<file path="src/rtl/ex_mem_stage.sv">
// EX/MEM pipeline register with branch/jump resolution.
// Taken control transfers redirect fetch for one cycle, then squash two younger slots.
module ex_mem_stage #(
   parameter int DATA_WIDTH = 32,
   parameter int PC_W       = 9
) (
   input  logic                  clk,
   input  logic                  reset,
   input  logic                  stall,
   input  logic                  flush,
   input  logic                  valid_i,
   input  logic [DATA_WIDTH-1:0] ALUResult,
   input  logic [DATA_WIDTH-1:0] jalr_src,
   input  logic [DATA_WIDTH-1:0] store_data,
   input  logic [DATA_WIDTH-1:0] Imm,
   input  logic [PC_W-1:0]       Curr_Pc,
   input  logic [4:0]            rd_i,
   input  logic                  RegWrite_i,
   input  logic                  MemRead_i,
   input  logic                  MemWrite_i,
   input  logic                  MemtoReg_i,
   input  logic                  Branch_i,
   input  logic                  jal,
   input  logic                  jalr,
   output logic                  valid_o,
   output logic [DATA_WIDTH-1:0] alu_result_o,
   output logic [DATA_WIDTH-1:0] store_data_o,
   output logic [4:0]            rd_o,
   output logic                  RegWrite_o,
   output logic                  MemRead_o,
   output logic                  MemWrite_o,
   output logic                  MemtoReg_o,
   output logic                  redirect,
   output logic [PC_W-1:0]       redirect_pc,
   output logic                  kill,
   output logic [15:0]           retired
);

   typedef enum logic [1:0] {IDLE, REDIR, KILL} state_t;

   state_t          state, state_next;
   logic            taken;
   logic            live;
   logic            start_redir;
   logic [PC_W-1:0] target;
   logic            unused_bits;

   always_comb begin
      taken       = valid_i & (jal | jalr | (Branch_i & ALUResult[0]));
      target      = jalr ? {jalr_src[PC_W-1:1], 1'b0} : Curr_Pc + Imm[PC_W-1:0];
      live        = valid_i & ~flush & (state == IDLE);
      unused_bits = ^{jalr_src[DATA_WIDTH-1:PC_W], jalr_src[0], Imm[DATA_WIDTH-1:PC_W]};
   end

   always_comb begin
      state_next  = state;
      redirect    = 1'b0;
      kill        = 1'b0;
      start_redir = 1'b0;
      unique case (state)
         IDLE: begin
            // taken already implies valid_i; a flushed jump is simply dropped
            if (taken && !flush) begin
               state_next  = REDIR;
               start_redir = 1'b1;
            end
         end
         REDIR: begin
            state_next = KILL;
            redirect   = 1'b1;
            kill       = 1'b1;
         end
         KILL: begin
            state_next = IDLE;
            kill       = 1'b1;
         end
         default: state_next = IDLE;
      endcase
   end

   always_ff @(posedge clk or posedge reset) begin
      if (reset) begin
         state        <= IDLE;
         valid_o      <= 1'b0;
         alu_result_o <= '0;
         store_data_o <= '0;
         rd_o         <= '0;
         RegWrite_o   <= 1'b0;
         MemRead_o    <= 1'b0;
         MemWrite_o   <= 1'b0;
         MemtoReg_o   <= 1'b0;
         redirect_pc  <= '0;
         retired      <= '0;
      end else if (!stall) begin
         state        <= state_next;
         valid_o      <= live;
         alu_result_o <= ALUResult;
         store_data_o <= store_data;
         rd_o         <= rd_i;
         RegWrite_o   <= RegWrite_i & live;
         MemRead_o    <= MemRead_i & live;
         MemWrite_o   <= MemWrite_i & live;
         MemtoReg_o   <= MemtoReg_i;
         if (start_redir)
            redirect_pc <= target;
         if (valid_o)
            retired <= retired + 16'd1;
      end
   end

endmodule
</file>
<file path="config.mk">
export PLATFORM = sky130hd
export DESIGN_NAME = ex_mem_stage
export DESIGN_NICKNAME = d
export VERILOG_FILES = /design/src/rtl/ex_mem_stage.sv
export SDC_FILE = /design/constraint.sdc
export NUM_CORES = 1
export LEC_CHECK = 0
export CAP_MARGIN = 10
export CORE_ASPECT_RATIO = 0.7
export CORE_UTILIZATION = 31
export CTS_BUF_LIST = sky130_fd_sc_hd__clkbuf_4
export DETAILED_ROUTE_END_ITERATION = 10
export HOLD_SLACK_MARGIN = 0.03
export PLACE_DENSITY = 0.67
export SETUP_SLACK_MARGIN = 0.15
export SYNTH_ARGS = -nofsm -noshare
export SYNTH_HDL_FRONTEND = slang
export SYNTH_SLANG_ARGS = --single-unit
</file>
<file path="constraint.sdc">
create_clock -name clk -period 4.3 [get_ports clk]
set_input_delay 0.86 -clock clk [delete_from_list [all_inputs] [get_ports clk]]
set_output_delay 0.86 -clock clk [all_outputs]
set_load 0.03 [all_outputs]
</file>
==> impl_results.md <==
- ANT cells: 0
- # IOs: 255
- Nets@finish: around 700
- CTS root buf: clkbuf_4
- Vias: between 3k and 4k
- Largest family of logic cells by synthesized area: multiplexers
- Vias in the first global route: 3427
- Vias per inst: approximately 4.5
- DP Area: 6600 sq um
- Post-synthesis compound-gate area fraction: 5.56%
- Top routing layer in use: met4
- Nature of the critical path startpoint: register
- CTS buffer count: 9
- Status: finished, final reports clean
- Synth Area in XOR/XNOR: 3.81%
- Yosys Warn Count: 0
- Reg2Reg Depth: 7
- DIE WIDTH: around 140 microns
- Final slew viol count: 0
- Worst slew margin: 31.5%
- Largest net degree at the start of global routing: 86
- Crit path max fanout: 3
- Met3 wire length: 995 microns
- RePlAce Congestion: 0.744
- Clk sinks: 101
- Worst VDD drop: 0.202 mV
- Final worst-path cycle share: between 60 and 70%
- Post-route cell area: 6750 sq um
- Crit path time final: 2.69 ns
- Synth Area in Adders: 3.61%
- CP Data Arrival Time: between 1.5 and 2 ns
- CTS clock-pin slew for the worst setup and hold paths: 0.16 ns
- Post-Synth Simple-Gate Area: slightly below 8%
- Detail Placement HPWL: 8300 microns
- GRT Residual Overflow: 0
- Final WL: roughly 11000 microns
- Router iterations before antenna repair: 4
- Row cnt: 35
- FF+latch count, synth: 101
- Core Box Area: roughly 13000 sq um
- DR DRC count: 0
- Worst slew pin tran: 1.03 ns
- RSZ-0062 raised after global routing: no
- Max Clock Freq: 372 MHz
- Setup TNS Final: 0 ns
- Pre-CTS setup slack: 1.15 ns
- Cell Pwr Density: 397 nW/um^2
- Max-cap violations: 0
- Fraction of layout cells with a size suffix above 1: between 10% and 20%
- Min-delay src: retired[15]
- Starting density of the core: 32.5%
- Syn Inst Count: 320
- Unique cell type count in the Yosys netlist: 41
- Part of the Yosys area used for sequential elements: 57.9%
- Total GRT Usage: 15.6%
- Layout area overhead: 54.6%
- Routed len/inst: 15.4 microns
- First-pass GRT wire length: ~17000 microns
- Tot Pwr: 2.68 mW
- HP Class: register to register
- Critical setup path kind: register to output pin
- Mapped cell area: 4360 sq um
- FF-to-FF End: redirect_pc[8]
- Multiplexer share of the synthesized area: 18.8%
- Post-Syn Nets: 486
- Die Y: 101 microns
- CTS tree: done
- IO buf count: approximately 210
- Worst R2R Start: state[1]
- Hold path endpoint: retired[15]
- Die ar.: 14600 sq um
- # H-tree levels: 3
- Drt initial violations: 74
- Skew-Pair Late Insertion Delay: 0.44 ns
- Final setup viols: 0
- Leak: 2.82 nW
- Reg-to-reg slack, setup: 2.72 ns
- Final Hold Fails: 0
- Clock Skew: 0.00926 ns
- Post-Syn Area per Cell: 13.6 sq um
- Antenna viol nets, final: 0
- Post-CTS Hold Buffers: 0
- Final core utilization: 50.2%
- Met2 wire len: 5110 microns
- CTS max path bufs: 2
- Post-CTS Setup Bufs: 0
- Req. time, crit path: 3.44 ns
- Initial antenna violation count: 0
- Crit. End Element: output pin
- Hold depth: 1
- CTS resizes: 0
- Metal-1 WL: 4870 microns
- Setup slack after layout: roughly 1.6 ns
## layout make-up
class	instances	area (sq um)
inverter	7	28.8
timing repair buffer	209	2080
multi-input combinational	198	1730
fill	1189	6700
sequential	101	2530
clock inverter	7	80.1
clock buffer	9	67.6
tap	185	231
## sequential cells by signal (all words and copies together), names as in the netlist
signal        flops
alu_result_o     32
store_data_o     32
retired          16
redirect_pc       9
rd_o              5
state             2
MemRead_o         1
MemWrite_o        1
MemtoReg_o        1
RegWrite_o        1
valid_o           1
## routing by layer
layer	GRT usage, %	vias up
met4	3.68	0
met3	7.04	10
li1	-	1540
met1	19.6	1592
met5	0	-
met2	24.5	103
## cells by family after synthesis
family                     Yosys count
and+or+nand+nor                     57
adders and majority gates           12
xor gates and xnor gates            19
muxes                               73
buffers and inverters               21
DFF                                101
AOI/OAI and AO/OA                   37
## worst max-delay path, cell delays in order, from the launching register on
cell,delay [ns]
dfrtp_1,0.40
inv_1,0.05
ha_1,0.27
clkdlybuf4s50_1,0.68
## power breakdown
part	internal [mW]	switching (mW)	leakage, nW
combinational	0.457	0.512	1.51
clock	0.187	0.340	0.0809
sequential	1.09	0.0946	1.22
## synth_stat cells
cell type,instances,area (sq um)
a221oi_2,1,15.0
nor2b_1,2,12.5
nor3_2,1,10.0
a22o_1,3,26.3
buf_2,6,30.0
clkbuf_1,5,18.8
a21o_1,4,30.0
nand2_1,14,52.6
nand4_2,1,12.5
nor2_4,1,11.3
nor3b_2,1,12.5
and2_2,1,7.51
and4_1,1,8.76
fa_1,1,20.0
dfrtp_1,101,2530
inv_1,7,26.3
nor3_1,3,15.0
buf_6,3,33.8
mux2i_1,2,20.0
mux2_2,71,800
a21oi_1,12,60.1
a211oi_1,3,22.5
nand4_4,1,21.3
nor2_2,1,6.26
nor2_1,10,37.5
nand3_1,7,35.0
nand4_1,3,18.8
nand3b_1,2,15.0
a211o_1,1,8.76
o21a_1,4,30.0
nor3b_1,2,15.0
o21ai_0,7,35.0
nor2b_4,1,13.8
xnor2_1,11,96.3
o31ai_1,1,7.51
and3_4,1,11.3
nand2_2,1,6.26
xor2_1,8,70.1
and3_1,3,18.8
o21bai_1,1,7.51
ha_1,11,138
## worst max path at each step
stage	from	to	slack (ns)	cells past startpoint
after floorplan	reset	MemRead_o	0.79	1
after global placement	Imm[0]	redirect_pc[8]	1.20	10
after detailed placement	Imm[0]	redirect_pc[8]	1.15	10
after CTS	state[0]	kill	1.55	3
after global routing	state[0]	kill	1.51	3
final	state[0]	kill	1.61	3
## through the flow
stage	hold slack, ns	instances
6_report	0.485	716
3_3_place_gp	0.457	700
3_5_place_dp	0.466	700
5_1_grt	0.503	716
4_1_cts	0.487	716
2_1_floorplan	0.490	320
## cells in the final DEF (no fill, tap or decap), types with 2 or more instances in the layout
cell,n
nand2_1,14
o21ai_0,7
clkdlybuf4s50_1,206
buf_4,3
nor2_1,10
a21o_1,4
nand3_1,7
o21a_1,4
mux2i_1,2
nor3b_1,2
mux2_2,71
a22o_1,3
a21oi_1,12
clkbuf_4,9
a211oi_1,3
dfrtp_1,101
inv_1,6
inv_6,3
xor2_1,8
nor3_1,3
ha_1,11
nand3b_1,2
and3_1,3
nor2b_1,2
xnor2_1,11
nand4_1,3
Power figures use the tool's default switching activity.
